**config.mk**
```make
export PLATFORM = sky130hd
export DESIGN_NAME = pc_sequencer
export DESIGN_NICKNAME = d
export VERILOG_FILES = /design/src/rtl/mips_fetch_pkg.sv /design/src/rtl/pc_next_calc.sv /design/src/rtl/pc_sequencer.sv
export SDC_FILE = /design/constraint.sdc
export NUM_CORES = 1
export LEC_CHECK = 0
export CORE_MARGIN = 2
export CORE_UTILIZATION = 57
export DETAILED_ROUTE_END_ITERATION = 6
export PLACE_DENSITY = 0.87
export SYNTH_ARGS = -nofsm -noshare
export SYNTH_HDL_FRONTEND = slang
export SYNTH_SLANG_ARGS = --single-unit
```
**constraint.sdc**
```tcl
create_clock -name clk -period 11.5 [get_ports clk]
set_input_delay 1.725 -clock clk [delete_from_list [all_inputs] [get_ports clk]]
set_output_delay 1.725 -clock clk [all_outputs]
set_load 0.03 [all_outputs]
```
**src/rtl/mips_fetch_pkg.sv**
```systemverilog
// Shared fetch-side definitions: sequencer state encoding, opcodes, reset vector.
package mips_fetch_pkg;

    localparam int unsigned XLEN  = 32;
    localparam int unsigned OPC_W = 6;
    localparam int unsigned IMM_W = 16;

    typedef enum logic [1:0] {
        ST_RESET_WAIT = 2'd0,
        ST_RUN        = 2'd1,
        ST_HALT       = 2'd2
    } fetch_state_e;

    localparam logic [OPC_W-1:0] OP_J   = 6'h02;
    localparam logic [OPC_W-1:0] OP_BEQ = 6'h04;
    localparam logic [OPC_W-1:0] OP_BNE = 6'h05;

    localparam logic [XLEN-1:0] DEFAULT_RESET_VECTOR = 32'h0000_0000;

    // Branch displacement in bytes: sign-extended word offset.
    function automatic logic [XLEN-1:0] branch_offset(input logic [IMM_W-1:0] imm);
        return {{(XLEN-IMM_W-2){imm[IMM_W-1]}}, imm, 2'b00};
    endfunction

endpackage

```
**src/rtl/pc_next_calc.sv**
```systemverilog
// Combinational next-PC selection: sequential, taken beq/bne, or j.
module pc_next_calc
    import mips_fetch_pkg::*;
(
    input  logic [XLEN-1:0] pc_i,
    input  logic [XLEN-1:0] instruction_i,
    input  logic            zero_i,
    output logic [XLEN-1:0] next_pc_c_o
);

    logic [XLEN-1:0]  pc4;
    logic [XLEN-1:0]  jump_tgt;
    logic [XLEN-1:0]  branch_tgt;
    logic [OPC_W-1:0] opcode;
    logic             branch_taken;

    always_comb begin
        opcode       = instruction_i[31:26];
        pc4          = pc_i + XLEN'(4);
        jump_tgt     = {pc4[31:28], instruction_i[25:0], 2'b00};
        branch_tgt   = pc4 + branch_offset(instruction_i[IMM_W-1:0]);
        branch_taken = ((opcode == OP_BEQ) && zero_i) ||
                       ((opcode == OP_BNE) && !zero_i);

        next_pc_c_o = pc4;
        if (opcode == OP_J) begin
            next_pc_c_o = jump_tgt;
        end else if (branch_taken) begin
            next_pc_c_o = branch_tgt;
        end
    end

endmodule

```
**src/rtl/pc_sequencer.sv**
```systemverilog
// Fetch-side PC stage: PC register, run/halt FSM, retired and run-cycle counters.
module pc_sequencer
    import mips_fetch_pkg::*;
#(
    parameter logic [XLEN-1:0] RESET_VECTOR = DEFAULT_RESET_VECTOR,
    parameter int unsigned     CNT_W        = 32
) (
    input  logic             clk,
    input  logic             rst_n,
    input  logic             ready,
    input  logic [XLEN-1:0]  instruction,
    input  logic             zero,
    input  logic             halt_req,
    input  logic             resume,
    output logic [XLEN-1:0]  pc,
    output logic             pc_valid,
    output logic             halted,
    output logic [CNT_W-1:0] retired_cnt,
    output logic [CNT_W-1:0] cycle_cnt
);

    fetch_state_e     state_q,  state_d;
    logic [XLEN-1:0]  pc_q,     pc_d;
    logic             valid_q,  valid_d;
    logic             halted_q, halted_d;
    logic [CNT_W-1:0] ret_q,    ret_d;
    logic [CNT_W-1:0] cyc_q,    cyc_d;
    logic [XLEN-1:0]  next_pc;

    pc_next_calc u_pc_next_calc (
        .pc_i          (pc_q),
        .instruction_i (instruction),
        .zero_i        (zero),
        .next_pc_c_o   (next_pc)
    );

    // State register and all architectural outputs.
    always_ff @(posedge clk or negedge rst_n) begin
        if (!rst_n) begin
            state_q  <= ST_RESET_WAIT;
            pc_q     <= RESET_VECTOR;
            valid_q  <= 1'b0;
            halted_q <= 1'b0;
            ret_q    <= '0;
            cyc_q    <= '0;
        end else begin
            state_q  <= state_d;
            pc_q     <= pc_d;
            valid_q  <= valid_d;
            halted_q <= halted_d;
            ret_q    <= ret_d;
            cyc_q    <= cyc_d;
        end
    end

    // Next state; a stalled RUN cycle ignores redirect and halt_req entirely.
    always_comb begin
        state_d = state_q;
        pc_d    = pc_q;
        ret_d   = ret_q;
        cyc_d   = cyc_q;

        unique case (state_q)
            ST_RESET_WAIT: begin
                state_d = ST_RUN;
            end
            ST_RUN: begin
                cyc_d = cyc_q + CNT_W'(1);
                if (ready) begin
                    ret_d = ret_q + CNT_W'(1);
                    pc_d  = next_pc;
                    if (halt_req) begin
                        state_d = ST_HALT;
                    end
                end
            end
            ST_HALT: begin
                if (resume) begin
                    state_d = ST_RUN;
                end
            end
            default: begin
                state_d = ST_RESET_WAIT;
            end
        endcase

        valid_d  = (state_d == ST_RUN);
        halted_d = (state_d == ST_HALT);
    end

    assign pc          = pc_q;
    assign pc_valid    = valid_q;
    assign halted      = halted_q;
    assign retired_cnt = ret_q;
    assign cycle_cnt   = cyc_q;

endmodule

```
After elaboration in Yosys (flattened, before gate mapping)
Index checks and enable logic that the tools add are counted.
W data, S select, Z words.
{"block": "classes", "addsub": 4, "n_eq_ne": 7, "n_mux": 6, "n_reduce_logical": 6}
{"op": "$add A32 B1 Y32 const B", "n": 2}
{"op": "$mux W32", "n": 2}
{"op": "$add A32 B3 Y32 const B", "n": 1}
{"op": "$add A32 B32 Y32", "n": 1}
{"op": "$eq A6 B3 Y1 const B", "n": 2}
{"op": "$eq A6 B2 Y1 const B", "n": 1}
{"op": "$mux W2", "n": 3}
{"op": "$pmux W2 S3", "n": 1}
{"op": "$eq A2 B1 Y1 const B", "n": 2}
{"op": "$eq A2 B2 Y1 const B", "n": 2}
{"op": "$logic_and A1 B1 Y1", "n": 2}
{"op": "$logic_not A2 Y1", "n": 1}
{"op": "$reduce_and A2 Y1", "n": 1}
{"op": "$logic_not A1 Y1", "n": 1}
{"op": "$logic_or A1 B1 Y1", "n": 1}
{"block": "totals", "register_bits": 100, "input_bits": 38, "output_inout_bits": 98, "wordCells": 29}

Logic depth before layout (Yosys ltp)
Gate-level depths: netlist of run 1.
{"block": "logic_depth", "word_depth": 5, "mapped_depth": 16}

Cells and area by module
From an unflattened synthesis of run 1, not the netlist that was laid out.
{"block": "hier_totals", "hier_cells": 741, "area_unflattened_um2": 6980.4}
{"mod": "pc_sequencer", "n_inst": 1, "cells_per_inst": 325, "area_each_um2": 4221.5, "seq_area_each_um2": 2502.4}
{"mod": "pc_next_calc", "n_inst": 1, "cells_per_inst": 416, "area_each_um2": 2758.9, "seq_area_each_um2": 0.0}

Least setup slack after synthesis of run 1
No wires, ideal clock.
{"block": "synth_path", "path_type": "input-to-reg", "start": "input port instruction[0]", "end": "register pc_q[24] (netlist: pc[24])", "setup_ns": 0.122, "arrival_ns": 3.812, "required_time_ns": 11.378, "setup_slack_ns": 7.566, "stages": 10, "cell_sequence": "ha_1 fa_1 a21o_1 a21oi_1 o21a_1 nor3_1 nor2_1 o21ai_0 a2111o_1 a32o_1"}
{"block": "synth_via", "elab_chain_len": 3}
{"item": "from (decl)", "line": "pc_sequencer.sv:11", "text": "input logic [XLEN-1:0] instruction,"}
{"item": "$add A32 B32 Y32", "line": "pc_next_calc.sv:21", "text": "branch_tgt = pc4 + branch_offset(instruction_i[IMM_W-1:0]);"}
{"item": "$mux W32", "line": "pc_next_calc.sv:28", "text": "end else if (branch_taken) begin"}
{"item": "$mux W32", "line": "pc_next_calc.sv:26", "text": "if (opcode == OP_J) begin"}
{"item": "to (signal assigned)", "line": "pc_sequencer.sv:48", "text": "pc_q <= pc_d;"}
{"item": "to (decl)", "line": "pc_sequencer.sv:23", "text": "logic [XLEN-1:0] pc_q, pc_d;"}
Every way passes these cells.
A chain may end at the register's enable or synchronous reset.

Final worst setup path of run 1
{"block": "layout_path", "start": "input port instruction[15]", "end": "register pc_q[31] (netlist: pc[31])"}
The elaborated chain is that of the path after synthesis.

==> flow_summary.toml, run 1 <==
[outcome]
status = "finished, final reports clean"

[floorplan]
fp-row-count = 40
io_pins = 136
start_util_pct = 58.1
core_area_sq_um = 11900
fp.dieW_um = 114
die_y_um = 114
design.die.area_sq_um = 13000

[synthesis]
ys_seq_elements = 98
yosys.area_share.simple_pct = 22.2
yosys_most_used_dff = "dfrtp_1"
synth_commonest_cells = "98 x dfrtp_1, 97 x nand2_1, 69 x xnor2_1"
async_reset_ff_share_pct = 100
synth_area_leaders = "dfrtp_1 35%, xnor2_1 8.7%, ha_1 7.1%"
post-synth-top-area-fraction_pct = 35.5
netlist_instances = 785
synth.area.mux_share_pct = 0.923
synth_top_area_cell = "dfrtp_1"
avgSynthCellArea_sq_um = 8.81
synth.most_common_cell = "dfrtp_1"
synthXorXnorAreaFrac_pct = 13.9
synthAdderAreaFrac_pct = 7.35
syn-cell-area_sq_um = 6920
synth_top_family_by_area = "simple AND/OR/NAND/NOR gates"
yosysSeqAreaShare_pct = 35.5
ys_types = 68
synth_edf_count = 0
synth_compound_area_share_pct = 17.5
ys_warn_count = 0

[worst_setup_path]
r2r_cells = 14
slowest_stage = "ha_1"
path_cells = "clkdlybuf4s50_1 -> buf_4 -> ha_1 -> and4_1 -> and3_1 -> nor2b_1 -> o2111ai_1 -> and4_1 -> nor4_1 -> mux2i_1 -> xnor2_1"
reg2reg_to = "pc[31]"
r2r_setup_slack_ns = 7.17
cp_max_fo = 25
worst_path_most_repeated_cell = "and4_1"
worst_path_largest_cell_delay_ns = 0.47
critPathArrivalTime_ns = 4.68
criticalPathCategory = "input port to flip-flop"
rr_startpoint = "pc[9]"
startpoint_type = "input port"
end_kind = "flip-flop"
crit_required_ns = 11.78

[cells_and_area]
regArea_sq_um = 2450
layout-drive-gt1-share_pct = 4.51
num_antenna_cells = 0
fillers = 922
area_growth_syn_to_layout_pct = 24.8
multiInputGateArea_sq_um = 4280
nets = 982

[global_routing]
grt_max_degree = 81
grt_usage_pct = 29.5
grt_pass1_wl_um = 30700
grt-ovfl-total = 0
grt_pass1_vias = 6192
antenna_found_initial = 0

[timing]
fin_skew_ns = 0.0132
setup_violations = 0
whs_ns = 0.483
fin_crit_ns = 4.40
relSlewSlack_pct = 33.0
tightest_slew_ns = 1.00
hold_violations = 0
setup_ws_ns = 7.10
maxSlewViolCount = 0
period_share_pct = 38.3
rsz0062_at_grt = "false"
setup_tns_ns = 0
max_freq_mhz = 227

[min_path]
whs_endpoint = "cycle_cnt[31]"
hp-start = "cycle_cnt[31]"
hold_path_class = "flip-flop to flip-flop"
min_path_cells = 1

[power]
p_leak_uw = 0.00379
peakVddDrop_mv = 0.126
p_per_area_nw_per_um2 = 200

[route]
dr.first_iter.drc_count = 494
first_pass_iters = 7
route.detailed.drc = 0
antenna_left = 0
vias_per_cell = 6.00
routedWlPerCell_um = 17.4
num_vias = 6331
wirelength_um = 18400

[clock_tree]
path_clk_slew_ns = 0.07
clk_latency_ns = 0.36
numCtsBuffers = 9
clock_path_buffers = 2
htreeDepth = 3
ctsRootBufferMaster = "clkbuf_16"
cts_setup_buffers = 0
hold_buffers = 0
cts_resized = 0
cts_tree = "yes"
clock_sinks = 98

[placed_design]
port_buffers = 133
dp_slack_ns = 6.75
dp_hpwl_um = 13800
gp_congestion = 0.954

[run]
drv_cap = 0
## cell families (layout without fill, tap and decap cells)
logic type,Yosys count,after routing
and+or+nand+nor,304,304
muxes,6,6
AOI/OAI and AO/OA,183,183
adders and majority gates,40,40
buffers and inverters,45,168
DFF,98,98
xor gates and xnor gates,108,108
other,1,2
## cell type report
| class | count | area share, % |
|---|---|---|
| clock buffer | 9 | 2.61 |
| clock inverter | 7 | 0.783 |
| inverter | 13 | 0.565 |
| multi-input combinational | 643 | 49.6 |
| sequential | 98 | 28.4 |
| tap | 147 | 2.13 |
| timing repair buffer | 139 | 15.9 |
## worst max path at each step
stage / start / end / slack (ns) / depth (start not counted)
final: instruction[15] / pc[31] / 7.10 / 11
after global placement: instruction[15] / pc[31] / 6.77 / 11
after detailed placement: instruction[15] / pc[31] / 6.75 / 11
after global routing: instruction[15] / pc[31] / 6.90 / 11
after CTS: instruction[15] / pc[31] / 7.13 / 11
after floorplan: instruction[0] / pc[24] / 7.57 / 10
## layer usage
layer | up-vias | track usage (%) | wire [um]
met5 | - | 0 | 0
met1 | 3006 | 39.6 | 8080
met4 | 0 | 8.86 | 290
met2 | 246 | 49.6 | 8790
met3 | 24 | 4.34 | 1190
li1 | 3055 | - | -
## through the flow
stage                     cell area [sq um]  utilization, %  total power, uW  std cells
after global placement                 8340            70.0             1410       1040
after global routing                   8630            72.5             1850       1056
after CTS                              8630            72.5             1730       1056
final                                  8630            72.5             1730       1056
after floorplan                        6920               -             1130        786
after detailed placement               8340            70.0             1420       1040
## flip-flops by register name, summed over array words and instances, names as in the netlist
signal,flops
state_q,2
halted,1
pc,30
retired_cnt,32
pc_valid,1
cycle_cnt,32
## critical path, delay by kind of cell
family,cells,cell delay (ns)
adder cells (fa/ha/maj),1,0.47
AND/OR/NAND/NOR,5,1.21
buffers and inverters,2,0.62
XOR/XNOR,1,0.14
AO/OA/AOI/OAI,1,0.24
multiplexers,1,0.26
## placed cells by master (no fill, tap or decap), types with 4 or more instances in the layout
| cell | instances |
|---|---|
| a21boi_0 | 6 |
| clkdlybuf4s50_1 | 132 |
| and2_1 | 12 |
| ha_1 | 39 |
| a21o_1 | 22 |
| nand3_1 | 38 |
| o31ai_1 | 6 |
| nand4_1 | 23 |
| inv_1 | 13 |
| xnor2_1 | 69 |
| and3_1 | 22 |
| o221ai_1 | 5 |
| o21a_1 | 6 |
| buf_4 | 7 |
| or3_1 | 6 |
| o211ai_1 | 7 |
| nor2_1 | 59 |
| nor3_1 | 14 |
| and4_1 | 6 |
| a211oi_1 | 11 |
| o22ai_1 | 6 |
| nand2_1 | 97 |
| o21ai_0 | 44 |
| a31oi_1 | 4 |
| xor2_1 | 37 |
| dfrtp_1 | 98 |
| nand2b_1 | 5 |
| a21oi_1 | 42 |
| clkbuf_16 | 9 |
## where the power goes
part           leakage [uW]  internal (uW)  switching, uW
sequential          0.00130            410            108
combinational       0.00235            385            524
clock              0.000142            153            151
(Power assumes the default switching activity.)
==> run 2: changes to the inputs <==
--- a/config.mk
+++ b/config.mk
@@ -6,9 +6,9 @@
 export NUM_CORES = 1
 export LEC_CHECK = 0
 export CORE_MARGIN = 2
-export CORE_UTILIZATION = 57
+export CORE_UTILIZATION = 53
 export DETAILED_ROUTE_END_ITERATION = 6
-export PLACE_DENSITY = 0.87
+export PLACE_DENSITY = 0.82
 export SYNTH_ARGS = -nofsm -noshare
 export SYNTH_HDL_FRONTEND = slang
 export SYNTH_SLANG_ARGS = --single-unit
==> constraint.sdc (replaced) <==
create_clock -name clk -period 4.09 [get_ports clk]
set_input_delay 0.6135 -clock clk [delete_from_list [all_inputs] [get_ports clk]]
set_output_delay 0.6135 -clock clk [all_outputs]
set_load 0.03 [all_outputs]
==> run 2 against run 1 <==
Effect of this change: via count is 2.7% higher; total power grew to 2.9 times the previous value; non-clock buffer count increased by 13; die area grew 7.3%; global-route usage fell by 1.9 points; first-iteration DRC count grew 4.5%; cell area rose by 2.4%; cell count increased by 3.6%; critical path type is now flip-flop to flip-flop.
==> flow_summary.toml, run 2 (same netlist as run 1, synthesis figures left out) <==
[outcome]
status = "finished, final reports clean"

[clock_tree]
numCtsBuffers = 9
clock_sinks = 98
path_clk_slew_ns = 0.08
clock_path_buffers = 2
htreeDepth = 3
cts_setup_buffers = 0
cts_resized = 0
hold_buffers = 0
ctsRootBufferMaster = "clkbuf_16"
clk_latency_ns = 0.35
cts_tree = "yes"

[global_routing]
grt_pass1_wl_um = 31300
grt_max_degree = 45
antenna_found_initial = 0
grt_usage_pct = 27.5
grt-ovfl-total = 0
grt_pass1_vias = 6299

[timing]
maxSlewViolCount = 0
whs_ns = 0.176
fin_skew_ns = 0.00838
setup_tns_ns = 0
max_freq_mhz = 257
fin_crit_ns = 3.90
relSlewSlack_pct = 49.3
period_share_pct = 95.3
rsz0062_at_grt = "false"
tightest_slew_ns = 0.760
setup_violations = 0
hold_violations = 0

[route]
dr.first_iter.drc_count = 516
antenna_left = 0
route.detailed.drc = 0
vias_per_cell = 5.95
num_vias = 6505
wirelength_um = 19300
first_pass_iters = 5
routedWlPerCell_um = 17.6

[floorplan]
start_util_pct = 54.6
design.die.area_sq_um = 14000
die_y_um = 118
fp.dieW_um = 118
core_area_sq_um = 12700
io_pins = 136
fp-row-count = 41

[cells_and_area]
nets = 995
fillers = 1034
multiInputGateArea_sq_um = 4320
regArea_sq_um = 2450
num_antenna_cells = 0
final_cell_mix = "132 x clkdlybuf4s50_1, 97 x nand2_1, 97 x dfrtp_1"
fin_area_sq_um = 8840
layout-drive-gt1-share_pct = 6.40
final_common_cell = "clkdlybuf4s50_1"
area_growth_syn_to_layout_pct = 27.8

[power]
p_leak_uw = 0.00388
peakVddDrop_mv = 0.337
p_per_area_nw_per_um2 = 572

[worst_setup_path]
criticalPathCategory = "flip-flop to flip-flop"
critPathArrivalTime_ns = 4.18
startpoint_type = "flip-flop"
crit_required_ns = 4.37
end_kind = "flip-flop"
cp_max_fo = 8

[placed_design]
port_buffers = 133
dpl_cell_area_sq_um = 8480
gp_congestion = 0.929
dp_hpwl_um = 14500

[run]
drv_cap = 0

[min_path]
hold_path_class = "input port to asynchronous set/reset pin"
## run 2: changes by cell type in the layout (fill, tap and decap cells not counted), sizes merged
cell and change:
buf +13, bufinv +1, inv -1
## run 2: metal layers
metal / vias to the layer above / wire [um] / global-route usage, %
li1: 3085 / - / -
met1: 3086 / 8400 / 37.2
met2: 291 / 9030 / 44.3
met3: 43 / 1370 / 3.91
met4: 0 / 448 / 11.5
met5: - / 0 / 0
## run 2: worst paths after layout
path | from | end | slack [ns] | cells past startpoint
worst max-delay path | pc[5] | pc[31] | 0.19 | 15
worst min-delay path | rst_n | pc[8] | 0.18 | 1
worst max register to register | pc[5] | pc[31] | 0.19 | 15
worst min register to register | retired_cnt[31] | retired_cnt[31] | 0.48 | 1
max in group asynchronous | rst_n | retired_cnt[5] | 3.07 | 2
min in group clk | retired_cnt[31] | retired_cnt[31] | 0.48 | 1
## run 2: critical path: stages, from the launching register on
cell and delay, ns:
dfrtp_1 0.45, and4_4 0.30, and3_4 0.22, nand4_4 0.13
or4_4 0.59, nor2_4 0.14, xor2_2 0.19, ha_1 0.36
nor2_1 0.14, nor2_1 0.05, o31a_1 0.11, o221ai_2 0.26
mux2i_1 0.14, nor4_2 0.31, mux2i_1 0.28, xnor2_1 0.15
## run 2: final cells by class
| class | count | share of cell area [%] |
|---|---|---|
| clock buffer | 9 | 2.55 |
| clock inverter | 7 | 1.06 |
| inverter | 13 | 0.552 |
| multi-input combinational | 643 | 48.8 |
| sequential | 98 | 27.8 |
| tap | 172 | 2.44 |
| timing repair buffer | 152 | 16.8 |
## run 2: report_power, final
group          total (uW)  switching [uW]  leakage (uW)  internal [uW]
clock network         913             421      0.000153            492
logic                2700            1560       0.00243           1140
registers            1440             283       0.00130           1150
total                5050            2270       0.00388           2790
## run 2: metrics by stage
| step | cells | util [%] | setup slack, ns | total power (uW) |
|---|---|---|---|---|
| final | 1094 | 69.7 | 0.192 | 5050 |
| after global routing | 1094 | 69.7 | 0.00893 | 5370 |
| after global placement | 1078 | 66.9 | 0.303 | 4060 |
| after CTS | 1094 | 69.5 | 0.136 | 5010 |
| after detailed placement | 1078 | 66.9 | 0.139 | 4070 |
| after floorplan | 786 | - | 0.212 | 3180 |
==> run 3: changes to the inputs <==
--- a/config.mk
+++ b/config.mk
@@ -5,7 +5,7 @@
 export SDC_FILE = /design/constraint.sdc
 export NUM_CORES = 1
 export LEC_CHECK = 0
-export CORE_MARGIN = 2
+export CORE_MARGIN = 5
 export CORE_UTILIZATION = 53
 export DETAILED_ROUTE_END_ITERATION = 6
 export PLACE_DENSITY = 0.82
==> run 3 against run 2 <==
Effect of this change: cell area grew 0.33%; sequential cell count is the same; fmax is essentially flat; die area grew 10%; largest power group unchanged.
==> flow_summary.toml, run 3 (same netlist as run 1, synthesis figures left out) <==
[worst_setup_path]
crit_required_ns = 4.37
slowest_stage = "or3_1"
critPathArrivalTime_ns = 4.17
cp_max_fo = 6
crit_family = "simple AND/OR/NAND/NOR gates"
worst_path_most_repeated_cell = "and4_1"
criticalPathCategory = "flip-flop to flip-flop"
worst-path-buf-inv = 0
end_kind = "flip-flop"
startpoint_type = "flip-flop"
path_cells = "and4_4 -> nand2_1 -> or3_1 -> nor2_2 -> xor2_2 -> ha_2 -> and4_1 -> and3_1 -> nor2b_1 -> o2111ai_1 -> and4_1 -> nor4_2 -> mux2i_1 -> xnor2_1"
worst_path_largest_cell_delay_ns = 0.46

[clock_tree]
htreeDepth = 3
ctsRootBufferMaster = "clkbuf_16"
cts_tree = "yes"
numCtsBuffers = 9
clk_latency_ns = 0.35
clock_path_buffers = 2
clock_sinks = 98
path_clk_slew_ns = 0.07

[timing]
max_freq_mhz = 257
whs_ns = 0.295
fin_crit_ns = 3.90
relSlewSlack_pct = 34.7
hold_violations = 0
rsz0062_at_grt = "false"
tightest_slew_ns = 0.979
fin_skew_ns = 0.0120
setup_tns_ns = 0
period_share_pct = 95.2
setup_violations = 0
maxSlewViolCount = 0

[route]
routedWlPerCell_um = 18.8
route.detailed.drc = 0
vias_per_cell = 5.88
first_pass_iters = 5
dr.first_iter.drc_count = 476
wirelength_um = 20600
antenna_left = 0
num_vias = 6445

[run]
drv_cap = 0

[floorplan]
fp-row-count = 41
design.die.area_sq_um = 15400
io_pins = 136
fp.dieW_um = 124
start_util_pct = 54.4
core_area_sq_um = 12700
die_y_um = 124

[power]
p_per_area_nw_per_um2 = 573
seq_power_share_pct = 28.6
total_power_uw = 5080
combPwrFrac_pct = 53.7
p_leak_uw = 0.00388
switching_power_uw = 2260
internal_power_uw = 2810
clockPowerShare_pct = 17.6
peakVddDrop_mv = 0.289
swShare_pct = 44.6

[placed_design]
port_buffers = 133
gp_congestion = 0.954
dp_hpwl_um = 15600

[cells_and_area]
final_common_cell = "clkdlybuf4s50_1"
area_growth_syn_to_layout_pct = 28.2
final_cell_mix = "132 x clkdlybuf4s50_1, 97 x nand2_1, 97 x dfrtp_1"
nets = 998
layout-drive-gt1-share_pct = 7.14
fillers = 1056
num_antenna_cells = 0

[global_routing]
grt_usage_pct = 26.1
grt_pass1_wl_um = 33200
grt_pass1_vias = 6352
grt-ovfl-total = 0
antenna_found_initial = 0
grt_max_degree = 52

[outcome]
status = "finished, final reports clean"

[min_path]
hold_path_class = "input port to asynchronous set/reset pin"
==> run 3: changes by cell type in the layout (fill, tap and decap cells not counted), sizes merged <==
cell	before	now
buf	20	23
clkbuf	9	11
clkinvlp	1	0
inv	16	15
==> run 3: path summary, 6_finish.rpt <==
kind	from	cells past startpoint	slack [ns]	end
worst max-delay path	pc[7]	14	0.19	pc[31]
worst min-delay path	rst_n	1	0.29	pc[12]
worst max register to register	pc[7]	14	0.19	pc[31]
worst min register to register	retired_cnt[31]	1	0.47	retired_cnt[31]
max in group asynchronous	rst_n	2	2.97	retired_cnt[4]
min in group clk	retired_cnt[31]	1	0.47	retired_cnt[31]
==> run 3: repair_timing <==
| item | in CTS | in global routing |
|---|---|---|
| setup endpoints to repair | 0 | 3 |
| setup buffers | 0 | 0 |
| resized for setup | 0 | 10 |
| hold buffers | 0 | 0 |
==> run 3: cell type report <==
cell class                 count  area, sq um  area share, %
clock buffer                  11          243           2.74
tap                          172          215           2.43
multi-input combinational    643         4330           48.8
clock inverter                 5         72.6          0.819
timing repair buffer         155         1510           17.0
inverter                      13         48.8          0.550
sequential                    98         2450           27.7
==> run 3: power groups by stage <==
stage | logic (uW) | registers, uW | clock network [uW]
6_report | 2730 | 1450 | 894
5_1_grt | 2960 | 1480 | 955
4_1_cts | 2700 | 1440 | 908
3_5_place_dp | 2680 | 1460 | 0
3_3_place_gp | 2670 | 1450 | 0
2_1_floorplan | 1420 | 1760 | 0
==> run 3: through the flow <==
step           setup WS, ns  util, %  area [sq um]  cells
6_report              0.195     69.7          8870   1097
5_1_grt             0.00327     69.7          8870   1097
4_1_cts              0.0694     69.3          8820   1097
3_5_place_dp          0.115     66.8          8500   1081
3_3_place_gp         0.0889     66.8          8500   1081
2_1_floorplan         0.212        -          6920    786
==> run 3: routing by layer <==
layer  vias to the layer above  track usage [%]  share of wire [%]
li1                       3088                -                  -
met4                         0             8.70                2.4
met1                      3084             34.5                 43
met3                        33             3.73                5.8
met5                         -                0                  0
met2                       240             44.1                 49
